[config.mk]
export PLATFORM = sky130hd
export DESIGN_NAME = central_fuzz_seq
export DESIGN_NICKNAME = d
export VERILOG_FILES = /design/src/rtl/central_fuzz_seq.sv
export SDC_FILE = /design/constraint.sdc
export NUM_CORES = 1
export LEC_CHECK = 0
export BUFFER_PORTS_ARGS = -buffer_cell sky130_fd_sc_hd__buf_2
export CORE_MARGIN = 2
export CORE_UTILIZATION = 50
export CTS_CLUSTER_SIZE = 25
export DETAILED_ROUTE_END_ITERATION = 8
export PLACE_DENSITY = 0.8
export SKIP_LAST_GASP = 1
export SLEW_MARGIN = 15
export SYNTH_ARGS = -nofsm -noshare
export SYNTH_HDL_FRONTEND = slang
export SYNTH_SLANG_ARGS = --single-unit
[constraint.sdc]
create_clock -name clk -period 8.65 [get_ports clk]
set_input_delay 1.73 -clock clk [delete_from_list [all_inputs] [get_ports clk]]
set_output_delay 1.73 -clock clk [all_outputs]
set_load 0.005 [all_outputs]
[src/rtl/central_fuzz_seq.sv]
// Fuzz campaign sequencer: sweeps ip_mask, triggers each IP, traces bus traffic and drains it on fuzz-ack.
// Optional macro FUZZ_TIMEOUT_EN bounds every wait and reports it on timeout_err.
module central_fuzz_seq #(
  parameter int ADDR_WIDTH = 32,
  parameter int DATA_WIDTH = 32,
  parameter int NUM_IP = 4,
  parameter logic [ADDR_WIDTH-1:0] IP_BASE = 32'h3000_0000,
  parameter logic [ADDR_WIDTH-1:0] IP_STRIDE = 32'h0000_1000,
  parameter logic [ADDR_WIDTH-1:0] TRAFFIC_START = 32'h2000_0000,
  parameter logic [ADDR_WIDTH-1:0] TRAFFIC_END = 32'h2000_003C,
  parameter int TRACE_DEPTH = 8,
  parameter logic [ADDR_WIDTH-1:0] TRIG_ACK_ADDR = 32'h1000_0000,
  parameter logic [DATA_WIDTH-1:0] TRIG_ACK_DATA = 32'h5A5A_0001,
  parameter logic [ADDR_WIDTH-1:0] FUZZ_ACK_ADDR = 32'h1000_0004,
  parameter logic [DATA_WIDTH-1:0] FUZZ_ACK_DATA = 32'h63A9_1243,
  parameter logic [ADDR_WIDTH-1:0] ANOM_IND_ADDR = 32'h1000_0008,
  parameter logic [DATA_WIDTH-1:0] ANOM_IND_DATA = 32'hDEAD_0001,
  parameter logic [ADDR_WIDTH-1:0] ANOM_DATA_ADDR = 32'h1000_000C,
  parameter logic [ADDR_WIDTH-1:0] TRACE_OUT_ADDR = 32'h4000_0000,
  parameter int TIMEOUT_CYCLES = 1024
) (
  input  logic                  clk,
  input  logic                  rst_n,
  input  logic                  start,
  input  logic [1:0]            mode,
  input  logic [NUM_IP-1:0]     ip_mask,
  output logic                  busy,
  output logic                  done,
  output logic [(NUM_IP > 1 ? $clog2(NUM_IP) : 1)-1:0] cur_ip,
  output logic [7:0]            anomaly_cnt,
  output logic [DATA_WIDTH-1:0] corner_case_payload,
  output logic                  timeout_err,
  output logic                  m_req,
  output logic                  m_we,
  output logic [ADDR_WIDTH-1:0] m_addr,
  output logic [DATA_WIDTH-1:0] m_wdata,
  input  logic [DATA_WIDTH-1:0] m_rdata,
  input  logic                  m_done,
  input  logic                  s_valid,
  input  logic [ADDR_WIDTH-1:0] s_addr,
  input  logic [DATA_WIDTH-1:0] s_data
);
  localparam int IPW = (NUM_IP > 1) ? $clog2(NUM_IP) : 1;
  localparam int TPW = $clog2(TRACE_DEPTH);
  localparam int CW = TPW + 1;
  localparam logic [CW-1:0] DEPTH_FULL = CW'(TRACE_DEPTH);
  localparam logic [ADDR_WIDTH-1:0] STEP = ADDR_WIDTH'(DATA_WIDTH / 8);

  localparam logic [2:0] S_IDLE      = 3'd0;
  localparam logic [2:0] S_TRIG_WR   = 3'd1;
  localparam logic [2:0] S_ACK_RD    = 3'd2;
  localparam logic [2:0] S_MON_RD    = 3'd3;
  localparam logic [2:0] S_XMIT      = 3'd4;
  localparam logic [2:0] S_NEXT_IP   = 3'd5;
  localparam logic [2:0] S_ANOM_WAIT = 3'd6;

  logic [2:0]            state, resume_state;
  logic [1:0]            mode_q;
  logic [NUM_IP-1:0]     mask_q;
  logic [ADDR_WIDTH-1:0] cur_addr;
  logic [ADDR_WIDTH-1:0] trace_addr [TRACE_DEPTH];
  logic [DATA_WIDTH-1:0] trace_data [TRACE_DEPTH];
  logic [TPW-1:0]        wr_ptr, rd_idx;
  logic [CW-1:0]         count, xmit_idx;
  logic                  xmit_half, fuzz_ack_q, anom_pending;
  logic                  fuzz_ack_hit, anom_ind_hit, anom_now, start_ok, push, tmo_hit;
  logic [IPW:0]          first_pick, next_pick;
  logic [ADDR_WIDTH-1:0] trig_addr;
  logic [DATA_WIDTH-1:0] trig_data;

  // Returns {found, index} of the lowest set bit at or above 'from'.
  function automatic logic [IPW:0] find_set(input logic [NUM_IP-1:0] mask, input int from);
    find_set = '0;
    for (int i = NUM_IP - 1; i >= 0; i--)
      if (mask[i] && i >= from) find_set = {1'b1, IPW'(i)};
  endfunction

  assign fuzz_ack_hit = s_valid && (s_addr == FUZZ_ACK_ADDR) && (s_data == FUZZ_ACK_DATA) && (state != S_IDLE);
  assign anom_ind_hit = s_valid && (s_addr == ANOM_IND_ADDR) && (s_data == ANOM_IND_DATA)
                        && (state != S_IDLE) && (state != S_ANOM_WAIT);
  assign anom_now   = anom_pending || anom_ind_hit;
  assign start_ok   = (state == S_IDLE) && start && (mode != 2'd0) && (|ip_mask);
  assign first_pick = find_set(ip_mask, 0);
  assign next_pick  = find_set(mask_q, int'(cur_ip) + 1);
  assign trig_addr  = IP_BASE + ADDR_WIDTH'(cur_ip) * IP_STRIDE;
  assign trig_data  = DATA_WIDTH'({20'hA0000, 2'b00, mode_q, 2'b00, mode_q, 2'b00, mode_q});
  assign rd_idx     = wr_ptr - count[TPW-1:0] + xmit_idx[TPW-1:0];
  assign push       = (state == S_MON_RD) && m_req && m_done && !tmo_hit;

  always_ff @(posedge clk) begin
    if (push) begin
      trace_addr[wr_ptr] <= m_addr;
      trace_data[wr_ptr] <= m_rdata;
    end
  end

  // Transactions always finish before anomaly handling, so ANOM_WAIT is entered only with m_req low.
  always_ff @(posedge clk) begin
    if (!rst_n) begin
      state <= S_IDLE;             resume_state <= S_IDLE;
      mode_q <= '0;                mask_q <= '0;
      cur_addr <= TRAFFIC_START;   wr_ptr <= '0;
      count <= '0;                 xmit_idx <= '0;
      xmit_half <= 1'b0;           fuzz_ack_q <= 1'b0;
      anom_pending <= 1'b0;        busy <= 1'b0;
      done <= 1'b0;                cur_ip <= '0;
      anomaly_cnt <= '0;           corner_case_payload <= '0;
      m_req <= 1'b0;               m_we <= 1'b0;
      m_addr <= '0;                m_wdata <= '0;
    end else begin
      done <= 1'b0;
      if (fuzz_ack_hit) fuzz_ack_q <= 1'b1;
      if (anom_ind_hit) anom_pending <= 1'b1;
      if (tmo_hit) begin
        m_req <= 1'b0;       m_we <= 1'b0;
        fuzz_ack_q <= 1'b0;  anom_pending <= 1'b0;
        count <= '0;         wr_ptr <= '0;
        xmit_idx <= '0;      xmit_half <= 1'b0;
        state <= S_NEXT_IP;
      end else if (state != S_IDLE && state != S_ANOM_WAIT && !m_req && anom_now) begin
        anom_pending <= 1'b0;
        resume_state <= state;
        state <= S_ANOM_WAIT;
      end else begin
        case (state)
          S_IDLE: if (start_ok) begin
            mode_q <= mode;        mask_q <= ip_mask;
            cur_ip <= first_pick[IPW-1:0];
            busy <= 1'b1;          anomaly_cnt <= '0;
            cur_addr <= TRAFFIC_START;
            state <= S_TRIG_WR;
          end
          S_TRIG_WR: if (!m_req) begin
            m_req <= 1'b1;  m_we <= 1'b1;
            m_addr <= trig_addr;  m_wdata <= trig_data;
          end else if (m_done) begin
            m_req <= 1'b0;  m_we <= 1'b0;
            state <= S_ACK_RD;
          end
          S_ACK_RD: if (!m_req) begin
            m_req <= 1'b1;  m_we <= 1'b0;
            m_addr <= TRIG_ACK_ADDR;
          end else if (m_done) begin
            m_req <= 1'b0;
            if (m_rdata == TRIG_ACK_DATA) state <= S_MON_RD;
          end
          S_MON_RD: if (!m_req) begin
            if (fuzz_ack_q) begin
              xmit_idx <= '0;  xmit_half <= 1'b0;
              state <= S_XMIT;
            end else begin
              m_req <= 1'b1;  m_we <= 1'b0;
              m_addr <= cur_addr;
            end
          end else if (m_done) begin
            m_req <= 1'b0;
            wr_ptr <= wr_ptr + 1'b1;
            if (count != DEPTH_FULL) count <= count + 1'b1;
            cur_addr <= (cur_addr >= TRAFFIC_END) ? TRAFFIC_START : cur_addr + STEP;
          end
          // Each trace entry drains as an address word followed by its data word.
          S_XMIT: if (!m_req) begin
            if (xmit_idx == count) begin
              count <= '0;  wr_ptr <= '0;
              fuzz_ack_q <= 1'b0;
              state <= S_NEXT_IP;
            end else begin
              m_req <= 1'b1;  m_we <= 1'b1;
              m_addr <= xmit_half ? TRACE_OUT_ADDR + STEP : TRACE_OUT_ADDR;
              m_wdata <= xmit_half ? trace_data[rd_idx] : DATA_WIDTH'(trace_addr[rd_idx]);
            end
          end else if (m_done) begin
            m_req <= 1'b0;  m_we <= 1'b0;
            xmit_half <= !xmit_half;
            if (xmit_half) xmit_idx <= xmit_idx + 1'b1;
          end
          S_NEXT_IP: if (next_pick[IPW]) begin
            cur_ip <= next_pick[IPW-1:0];
            cur_addr <= TRAFFIC_START;
            state <= S_TRIG_WR;
          end else begin
            busy <= 1'b0;  done <= 1'b1;
            state <= S_IDLE;
          end
          S_ANOM_WAIT: if (s_valid && s_addr == ANOM_DATA_ADDR) begin
            corner_case_payload <= s_data;
            if (anomaly_cnt != 8'hFF) anomaly_cnt <= anomaly_cnt + 1'b1;
            state <= resume_state;
          end
          default: state <= S_IDLE;
        endcase
      end
    end
  end

`ifdef FUZZ_TIMEOUT_EN
  localparam int TW = $clog2(TIMEOUT_CYCLES + 1);
  localparam logic [TW-1:0] TMO_LAST = TW'(TIMEOUT_CYCLES - 1);
  logic [2:0]    prev_state;
  logic [TW-1:0] tmo_cnt;
  logic          tmo_wait;

  // Re-polls in ACK_RD keep the same state, so the budget spans the whole polling phase.
  assign tmo_wait = m_req || (state == S_ACK_RD) || (state == S_ANOM_WAIT);
  assign tmo_hit  = tmo_wait && (state == prev_state) && (tmo_cnt == TMO_LAST);

  always_ff @(posedge clk) begin
    if (!rst_n) begin
      prev_state <= S_IDLE;
      tmo_cnt <= '0;
      timeout_err <= 1'b0;
    end else begin
      prev_state <= state;
      if (!tmo_wait || state != prev_state || tmo_hit) tmo_cnt <= '0;
      else tmo_cnt <= tmo_cnt + 1'b1;
      if (start_ok) timeout_err <= 1'b0;
      else if (tmo_hit) timeout_err <= 1'b1;
    end
  end
`else
  assign tmo_hit = 1'b0;
  assign timeout_err = 1'b0;
`endif
endmodule

## Yosys cells after proc, flatten, opt, wreduce, memory -nomap -nowiden

Memories as Yosys holds them, arrays and structs flattened.
Cells that the tools add are included.

| storage, ports and cells | value |
|---|---|
| register bits after elaboration | 168 |
| memory bits (writable) | 512 |
| input port bits | 107 |
| memories kept | 2 |

| operators by class | value |
|---|---|
| add/sub/neg operators | 9 |
| magnitude comparators | 5 |
| eq/ne operators | 52 |
| multiplexer cells | 96 |
| bitwise operators | 3 |
| reduce and logical (&&, ||, !) cells | 53 |

Memory list:

| name | words | bits a word | rd ports | clocked after memory_dff | write ports | line | source |
|---|---|---|---|---|---|---|---|
| trace_addr | 8 | 32 | 1 | 0 | 1 | 61 | `logic [ADDR_WIDTH-1:0] trace_addr [TRACE_DEPTH];` |
| trace_data | 8 | 32 | 1 | 0 | 1 | 62 | `logic [DATA_WIDTH-1:0] trace_data [TRACE_DEPTH];` |

Operator list:

| cell | count |
|---|---|
| 32-bit 2-to-1 mux | 15 |
| 32-bit one-hot mux with 4 select lines | 1 |
| 32-bit by 29-bit == test with 1-bit output, second input constant | 3 |
| 32-bit one-hot mux with 3 select lines | 1 |
| 32-bit by 31-bit == test with 1-bit output, second input constant | 2 |
| 32-bit one-hot mux with 2 select lines | 1 |
| 3-bit 2-to-1 mux | 21 |
| 2-bit != test, second input constant | 23 |
| 4-bit 2-to-1 mux | 10 |
| 32-bit by 3-bit adder with 32-bit output, second input constant | 1 |
| 32-bit == test, second input constant | 1 |
| 32-bit by 30-bit >= comparator with 1-bit output, second input constant | 1 |
| 30-bit by 14-bit adder with 31-bit output, first input constant | 1 |
| 3-bit != test, second input constant | 10 |
| 1-bit 2-to-1 mux | 28 |
| 8-bit 2-to-1 mux | 3 |
| 6-bit AND reduction | 4 |
| 11-bit AND reduction | 2 |
| 3-bit one-hot mux with 7 select lines | 1 |
| 1-bit logical AND | 20 |
| 4-bit one-hot mux with 2 select lines | 2 |
| 8-bit one-hot mux with 2 select lines | 1 |
| 7-bit AND reduction | 2 |
| 2-bit 2-to-1 mux | 6 |
| other kinds (36) | 58 |

## Logic depth before layout (Yosys ltp)

Gate-level depths: netlist (run 1).

| logic depth | value |
|---|---|
| word-level depth | 10 |
| depth in mapped cells | 14 |

## Worst setup path after synthesis (run 1)

OpenSTA, ideal clock, no wires.

| timing | value |
|---|---|
| path type | input -> register |
| start | input m_done |
| end | memory trace_addr[0][10], enable pin |
| data arrival time | 6,493 ps |
| slack | 1,596 ps |
| stages on the path | 3 |
| buffers on the path | 0 |
| cell sequence | nand2_1 or3_1 nor3_1 |

| between the ends | value |
|---|---|
| word-level cells in the longest chain between the ends | 3 |

Ends and longest elaborated chain:

| item | line | source |
|---|---|---|
| start, declared | 38 | `input logic m_done,` |
| 1-bit logical AND | 88 | `assign push = (state == S_MON_RD) && m_req && m_done && !tmo_hit;` |
| 1-bit 2-to-1 mux | 91 | `if (push) begin` |
| 1-bit 2-to-1 mux (implied by the code) | 92 | `trace_addr[wr_ptr] <= m_addr;` |
| end, declared | 61 |  |

No other way between the ends.

## Final worst setup path (run 1)

| timing | value |
|---|---|
| start | register wr_ptr[1] |
| end | register m_wdata[2] |

| between the ends | value |
|---|---|
| word-level cells in the longest chain between the ends | 7 |
| elaborated cells between the ends (all ways) | 8 |
| those cells by class | add/sub: 2; mux: 4; memory: 2 |

Ends and longest elaborated chain:

| item | line | source |
|---|---|---|
| start, declared | 63 | `logic [TPW-1:0] wr_ptr, rd_idx;` |
| start signal, assigned | 157 | `wr_ptr <= wr_ptr + 1'b1;` |
| 3-bit subtractor (*) | 87 | `assign rd_idx = wr_ptr - count[TPW-1:0] + xmit_idx[TPW-1:0];` |
| 3-bit adder (*) | 87 |  |
| memory 8 x 32 bit, on equally long branches | - |  |
| 32-bit 2-to-1 mux (*) | 170 | `m_wdata <= xmit_half ? trace_data[rd_idx] : DATA_WIDTH'(trace_addr[rd_idx]);` |
| 32-bit 2-to-1 mux (*) | 163 | `if (xmit_idx == count) begin` |
| 32-bit 2-to-1 mux (*) | 162 | `S_XMIT: if (!m_req) begin` |
| 32-bit one-hot mux with 2 select lines (*) | 125 | `case (state)` |
| end signal, assigned | 135 | `m_addr <= trig_addr; m_wdata <= trig_data;` |
| end signal, assigned | 170 |  |
| end, declared | 36 | `output logic [DATA_WIDTH-1:0] m_wdata,` |

Every way passes the cells marked *; elsewhere a longest branch is shown, timed or not. The select of a mux whose other input is x is not followed.
A chain may end at the register's enable or synchronous reset.

==> results of run 1 <==
-- sequential cells by signal (all words and copies together), names as in the netlist, 3 cells and up --
name	flops
count	4
resume_state	3
anomaly_cnt	8
mask_q	3
m_addr	31
wr_ptr	3
xmit_idx	4
state	3
m_wdata	32
trace_addr	248
cur_addr	30
trace_data	256
corner_case_payload	32
-- metrics by stage --
stage / cell area [µm²] / total power, mW / hold slack, ns
finish: 30800 / 7.36 / 0.456
floorplan: 26900 / 4.34 / 0.432
CTS: 30800 / 7.40 / 0.455
global route: 30800 / 7.61 / 0.473
global placement: 28700 / 4.62 / 0.438
detailed placement: 28700 / 4.65 / 0.447
-- power groups by stage --
stage / clock network (mW) / registers, mW / logic [mW]
6_report: 2.77 / 3.59 / 1.01
5_1_grt: 2.93 / 3.59 / 1.09
3_5_place_dp: 0 / 3.65 / 0.998
3_3_place_gp: 0 / 3.65 / 0.966
2_1_floorplan: 0 / 3.60 / 0.743
4_1_cts: 2.81 / 3.58 / 1.01
-- Yosys cell counts, types with 5 or more instances --
cell	instances
a211oi_1	5
a21oi_1	97
a221oi_1	5
a22oi_1	28
a31oi_1	18
and2_1	8
and3_1	15
and4_1	7
buf_2	18
buf_4	5
clkbuf_1	79
dfxtp_1	164
edfxtp_1	504
ha_1	9
inv_1	20
mux2i_1	10
mux4_1	5
mux4_2	136
nand2_1	159
nand3_1	74
nand3b_1	10
nand4_1	16
nor2_1	102
nor2b_1	10
nor3_1	35
nor4_1	24
nor4b_1	5
nor4bb_1	5
o211ai_1	7
o21ai_0	79
o221ai_1	5
or2_2	5
or3_1	14
xnor2_1	9
-- worst paths after layout --
kind | from | end | slack (ns) | cells past startpoint
worst max register to register | wr_ptr[1] | m_wdata[2] | 3.83 | 9
worst min-delay path | resume_state[0] | resume_state[0] | 0.46 | 2
worst min register to register | resume_state[0] | resume_state[0] | 0.46 | 2
worst max-delay path | wr_ptr[1] | m_wdata[2] | 3.83 | 9
-- area by class of cell --
cell class | instances | area share [%]
clock buffer | 90 | 5.99
antenna | 1 | 0.00813
timing repair buffer | 238 | 4.09
tap | 696 | 2.83
sequential | 668 | 59.8
clock inverter | 32 | 0.817
multi-input combinational | 979 | 26.2
inverter | 20 | 0.252
-- routing by layer --
layer / GRT usage [%] / wire, µm / vias to the layer above
li1: - / - / 7369
met1: 30.7 / 25200 / 8577
met2: 41.5 / 33900 / 985
met3: 4.99 / 6090 / 152
met4: 10.4 / 2410 / 2
met5: 0 / 11 / -
-- cells by family after synthesis --
| family | Yosys count |
|---|---|
| other cells | 1 |
| compound gates | 285 |
| mux | 151 |
| simple gates | 513 |
| xor+xnor | 18 |
| buf+inv | 128 |
| flops | 668 |
| fa+ha+maj | 11 |
-- tightest hold or removal path: stages (launching register included) --
cell     delay (ns)
dfxtp_1        0.31
nand2_1        0.05
a21oi_1        0.05
==> impl_metrics.toml, run 1 <==
[power_and_ir_drop]
ir_drop_uv = 136
p_int_mw = 5.48
power_frac_clock_pct = 37.6
p_leak_nw = 9.88
power.density_mw_per_mm2 = 239
power_frac_comb_pct = 13.7
switchingPower_mw = 1.88
seq_power_share_pct = 48.7
power_switching_share_pct = 25.5

[placed_design]
pre_cts_ws_ns = 3.83
dp_cells = 2601
routabilityCongestion = 0.877
place.detailed.hpwl_um = 39400
port-buffer-count = 216

[setup_path]
crit_top_cell = "inv_1"
worstSetupStartpointType = "flop"
critPathKind = "flop to flop"
cp_max_fo = 69
max_stage_delay_ns = 1.33
cp-end-kind = "flop"
crit_arrival_ns = 5.29
critical_path_buf_inv_count = 3
crit_path_top_delay_cell = "fa_4"
cp_top_family = "adder cells"
required_ns = 9.12
path_cells = "inv_1, fa_1, inv_1, fa_4, buf_4, mux4_2, mux4_1, a22oi_1, nor2_1"

[min_path]
holdCritPathClass = "flop to flop"

[sta]
period_needed_ns = 4.82
min_period_over_period_pct = 55.7
tightest_slew_ns = 1.26
finalSetupTns_ns = 0
setup_ws_ns = 3.83
max-slew-margin-rel_pct = 15.9
setup_violations = 0
rsz0062_at_grt = "false"
finalClockSkew_ns = 0.0293
hold_violations = 0
maxSlewViolCount = 0
fmax_mhz = 207

[cts]
path_clk_slew_ns = 0.06
cts_hold_buf = 0
cts_buffers = 68
cts_sinks = 668
cts_tree = "built"
cts.root.buffer_cell = "clkbuf_16"
clk-insertion-delay-late_ns = 0.62
post_cts.repair.setup_buffers = 0
cts_resized = 0
h-tree-depth = 3
clock_path_buffers = 3

[logic_synthesis]
synthFlopType = "edfxtp_1"
synth_seq_cells = 668
yosys.area_share.simple_pct = 9.37
synth_nets = 1893
synth_edf_count = 504
synthTopCellsByArea = "edfxtp_1 (56%), dfxtp_1 (12%), mux4_2 (11%), nand2_1 (2.2%), a21oi_1 (1.8%)"
syn_inst = 1775
yosys.area.top_type = "edfxtp_1"
synth_area_mm2 = 0.0269
ys_seq_area_share_pct = 68.4
synth_adder_area_share_pct = 0.567
yosys_warnings = 0
synthXorXnorAreaFrac_pct = 0.878
ys_types = 78
synthArstFlopShare_pct = 0
synth-compound-area-share_pct = 6.49
synth_top_area_share_pct = 56.2
syn_area_per_cell_um2 = 15.2
synth.mux.area_fraction_pct = 12.2
synth_top_family_by_area = "multiplexers"

[global_route]
grt-ovfl-total = 0
antenna_found_initial = 2
grt_start_max_net_pins = 97
grt_pass1_vias = 17400
grt_use_total_pct = 24.5
grt_pass1_wl_um = 104000

[finish]
fillers = 3948
mostFrequentLayoutCell = "edfxtp_1"
finish.net_count = 2093
ff_latch_area_mm2 = 0.0184
area_delta_synth_final_pct = 14.3
final_util_pct = 57.5
multi_input_area_mm2 = 0.00806
instances_no_fill = 2724
drive_gt1_share_pct = 25.0
final_cell_mix = "edfxtp_1 (504), buf_2 (216), dfxtp_1 (163)"

[floorplanning]
boundaryPins = 218
die_h_um = 236
initial_core_util_pct = 50.3
die_w_um = 236
coreArea_mm2 = 0.0535
rows = 85
die_area_mm2 = 0.0557

[drt]
drc_errors = 0
dr.pass1.iters = 5
antenna_left = 0
avgViaCountPerCell = 6.27
wl_per_cell_um = 24.8
routed-via-count = 17100
drt_wl_total_um = 67600
drt-initial-drc-count = 1852

[job]
cap_violations = 0

[run_status]
status = "finished, final reports clean"
(Power assumes the default switching activity.)
==> inputs of run 2 (changes only) <==
--- a/config.mk
+++ b/config.mk
@@ -10,7 +10,7 @@
 export CORE_UTILIZATION = 50
 export CTS_CLUSTER_SIZE = 25
 export DETAILED_ROUTE_END_ITERATION = 8
-export PLACE_DENSITY = 0.8
+export PLACE_DENSITY = 0.83
 export SKIP_LAST_GASP = 1
 export SLEW_MARGIN = 15
 export SYNTH_ARGS = -nofsm -noshare
==> constraint.sdc (replaced) <==
create_clock -name clk -period 4.2 [get_ports clk]
set_input_delay 0.84 -clock clk [delete_from_list [all_inputs] [get_ports clk]]
set_output_delay 0.84 -clock clk [all_outputs]
set_load 0.005 [all_outputs]
==> run 2 against run 1 <==
Combinational power grew 120%. Wire length grew 5.7%. Fmax grew 21%. Count of clock-buffer cells in the layout grew 13. Critical path type unchanged. Critical endpoint is now m_wdata[28].
==> impl_metrics.toml, run 2 (synthesis gave the netlist of run 1 again) <==
[run_status]
status = "finished, final reports clean"

[sta]
maxSlewViolCount = 0
max-slew-margin-rel_pct = 29.1
finalClockSkew_ns = 0.0218
finalSetupTns_ns = 0
period_needed_ns = 3.98
tightest_slew_ns = 1.06
setup_ws_ns = 0.225
min_period_over_period_pct = 94.6
rsz0062_at_grt = "false"
whs_ns = 0.456
hold_violations = 0
setup_violations = 0
fmax_mhz = 252

[setup_path]
required_ns = 4.67
critPathKind = "flop to flop"
worstRegToRegCells = 9
crit_arrival_ns = 4.44
cp_max_fo = 46
crit_end = "m_wdata[28]"
r2r_end = "m_wdata[28]"
cp-end-kind = "flop"
regToRegSetupSlack_ns = 0.22
startpoint = "wr_ptr[1]"
worstSetupStartpointType = "flop"
timing.rr.start = "wr_ptr[1]"

[power_and_ir_drop]
power.density_mw_per_mm2 = 502
p_leak_nw = 10.1
ir_drop_uv = 322
total_power_mw = 15.7

[global_route]
antenna_found_initial = 2
grt_use_total_pct = 25.7
grt_pass1_wl_um = 108000
grt_pass1_vias = 17800
grt-ovfl-total = 0
grt_start_max_net_pins = 70

[floorplanning]
initial_core_util_pct = 50.3
rows = 85
die_w_um = 236
die_area_mm2 = 0.0557
coreArea_mm2 = 0.0535
die_h_um = 236
boundaryPins = 218

[finish]
multi_input_area_mm2 = 0.00807
final_cell_mix = "edfxtp_1 (504), buf_2 (216), dfxtp_1 (163)"
biggestRegsByFlops = "trace_data: 256 flops, trace_addr: 248 flops"
instances_no_fill = 2746
mostFrequentLayoutCell = "edfxtp_1"
drive_gt1_share_pct = 26.1
area_delta_synth_final_pct = 16.2
regMostFlops = "trace_data"
ff_latch_area_mm2 = 0.0184
largest_reg_flops = 256
finish.net_count = 2112
fillers = 3819

[drt]
drt_wl_total_um = 71400
avgViaCountPerCell = 6.38
dr.pass1.iters = 6
antenna_left = 0
routed-via-count = 17500
wl_per_cell_um = 26.0
drt-initial-drc-count = 2154
drc_errors = 0

[min_path]
holdCritPathClass = "flop to flop"
worstHoldPathCells = 2
worstHoldStart = "corner_case_payload[19]"

[placed_design]
dp_cells = 2616
port-buffer-count = 216
place.detailed.hpwl_um = 41700
pre_cts_ws_ns = 0.258
routabilityCongestion = 0.888

[cts]
cts_sinks = 668
cts_buffers = 69
clk-insertion-delay-late_ns = 0.62
cts_hold_buf = 0
clock_path_buffers = 3
cts.root.buffer_cell = "clkbuf_16"
h-tree-depth = 3
cts_tree = "built"
path_clk_slew_ns = 0.06

[job]
cap_violations = 0
-- run 2: changes by cell type in the layout (fill, tap and decap cells not counted), sizes merged --
cell      previous run  this run
clkinv              22        16
buf                238       256
inv                 25        24
clkbuf              90       103
clkinvlp             3         1
-- run 2: critical path, cell delays in order, from the launching register on --
cell and delay (ns):
dfxtp_1 0.52, inv_1 0.13, fa_1 0.55, inv_1 0.06, fa_4 1.04, buf_12 0.30
mux4_2 0.39, mux4_2 0.51, a22oi_1 0.21, nor2_1 0.06
-- run 2: per-layer routing --
layer	vias up	track usage [%]	share of wire (%)
met4	0	11.5	4.2
li1	7414	-	-
met5	-	0	0
met2	1118	42.7	49
met3	189	5.14	9.5
met1	8791	32.7	37
-- run 2: layout make-up --
class | instances | area share, %
Sequential cell | 668 | 58.9
Multi-Input combinational cell | 979 | 25.8
Clock buffer | 103 | 6.61
Timing Repair Buffer | 256 | 5.05
Tap cell | 696 | 2.78
Clock inverter | 23 | 0.656
Inverter | 20 | 0.248
Antenna cell | 1 | 0.00800
-- run 2: metrics by stage --
stage               utilization, %  area, µm²
floorplan                        -      26900
global placement              54.2      29000
detailed placement            54.2      29000
CTS                           58.5      31300
global route                  58.5      31300
finish                        58.5      31300
-- run 2: repair_timing --
item                                   4_1_cts  5_1_grt
endpoints found under the hold margin        0        0
buffers inserted                             0        3
setup endpoints to repair                    0        1
resized for setup                            0        0
-- run 2: how the worst min path moves through the flow --
stage,endpoint,slack (ns)
after floorplan,resume_state[1],0.43
after global placement,corner_case_payload[29],0.44
after detailed placement,corner_case_payload[17],0.45
after CTS,corner_case_payload[17],0.45
after global routing,corner_case_payload[11],0.47
final,corner_case_payload[19],0.46
-- run 2: power breakdown --
group	internal, mW	switching, mW	total (mW)
Combinational	0.943	1.29	2.24
Sequential	7.19	0.173	7.37
Clock	3.56	2.54	6.10
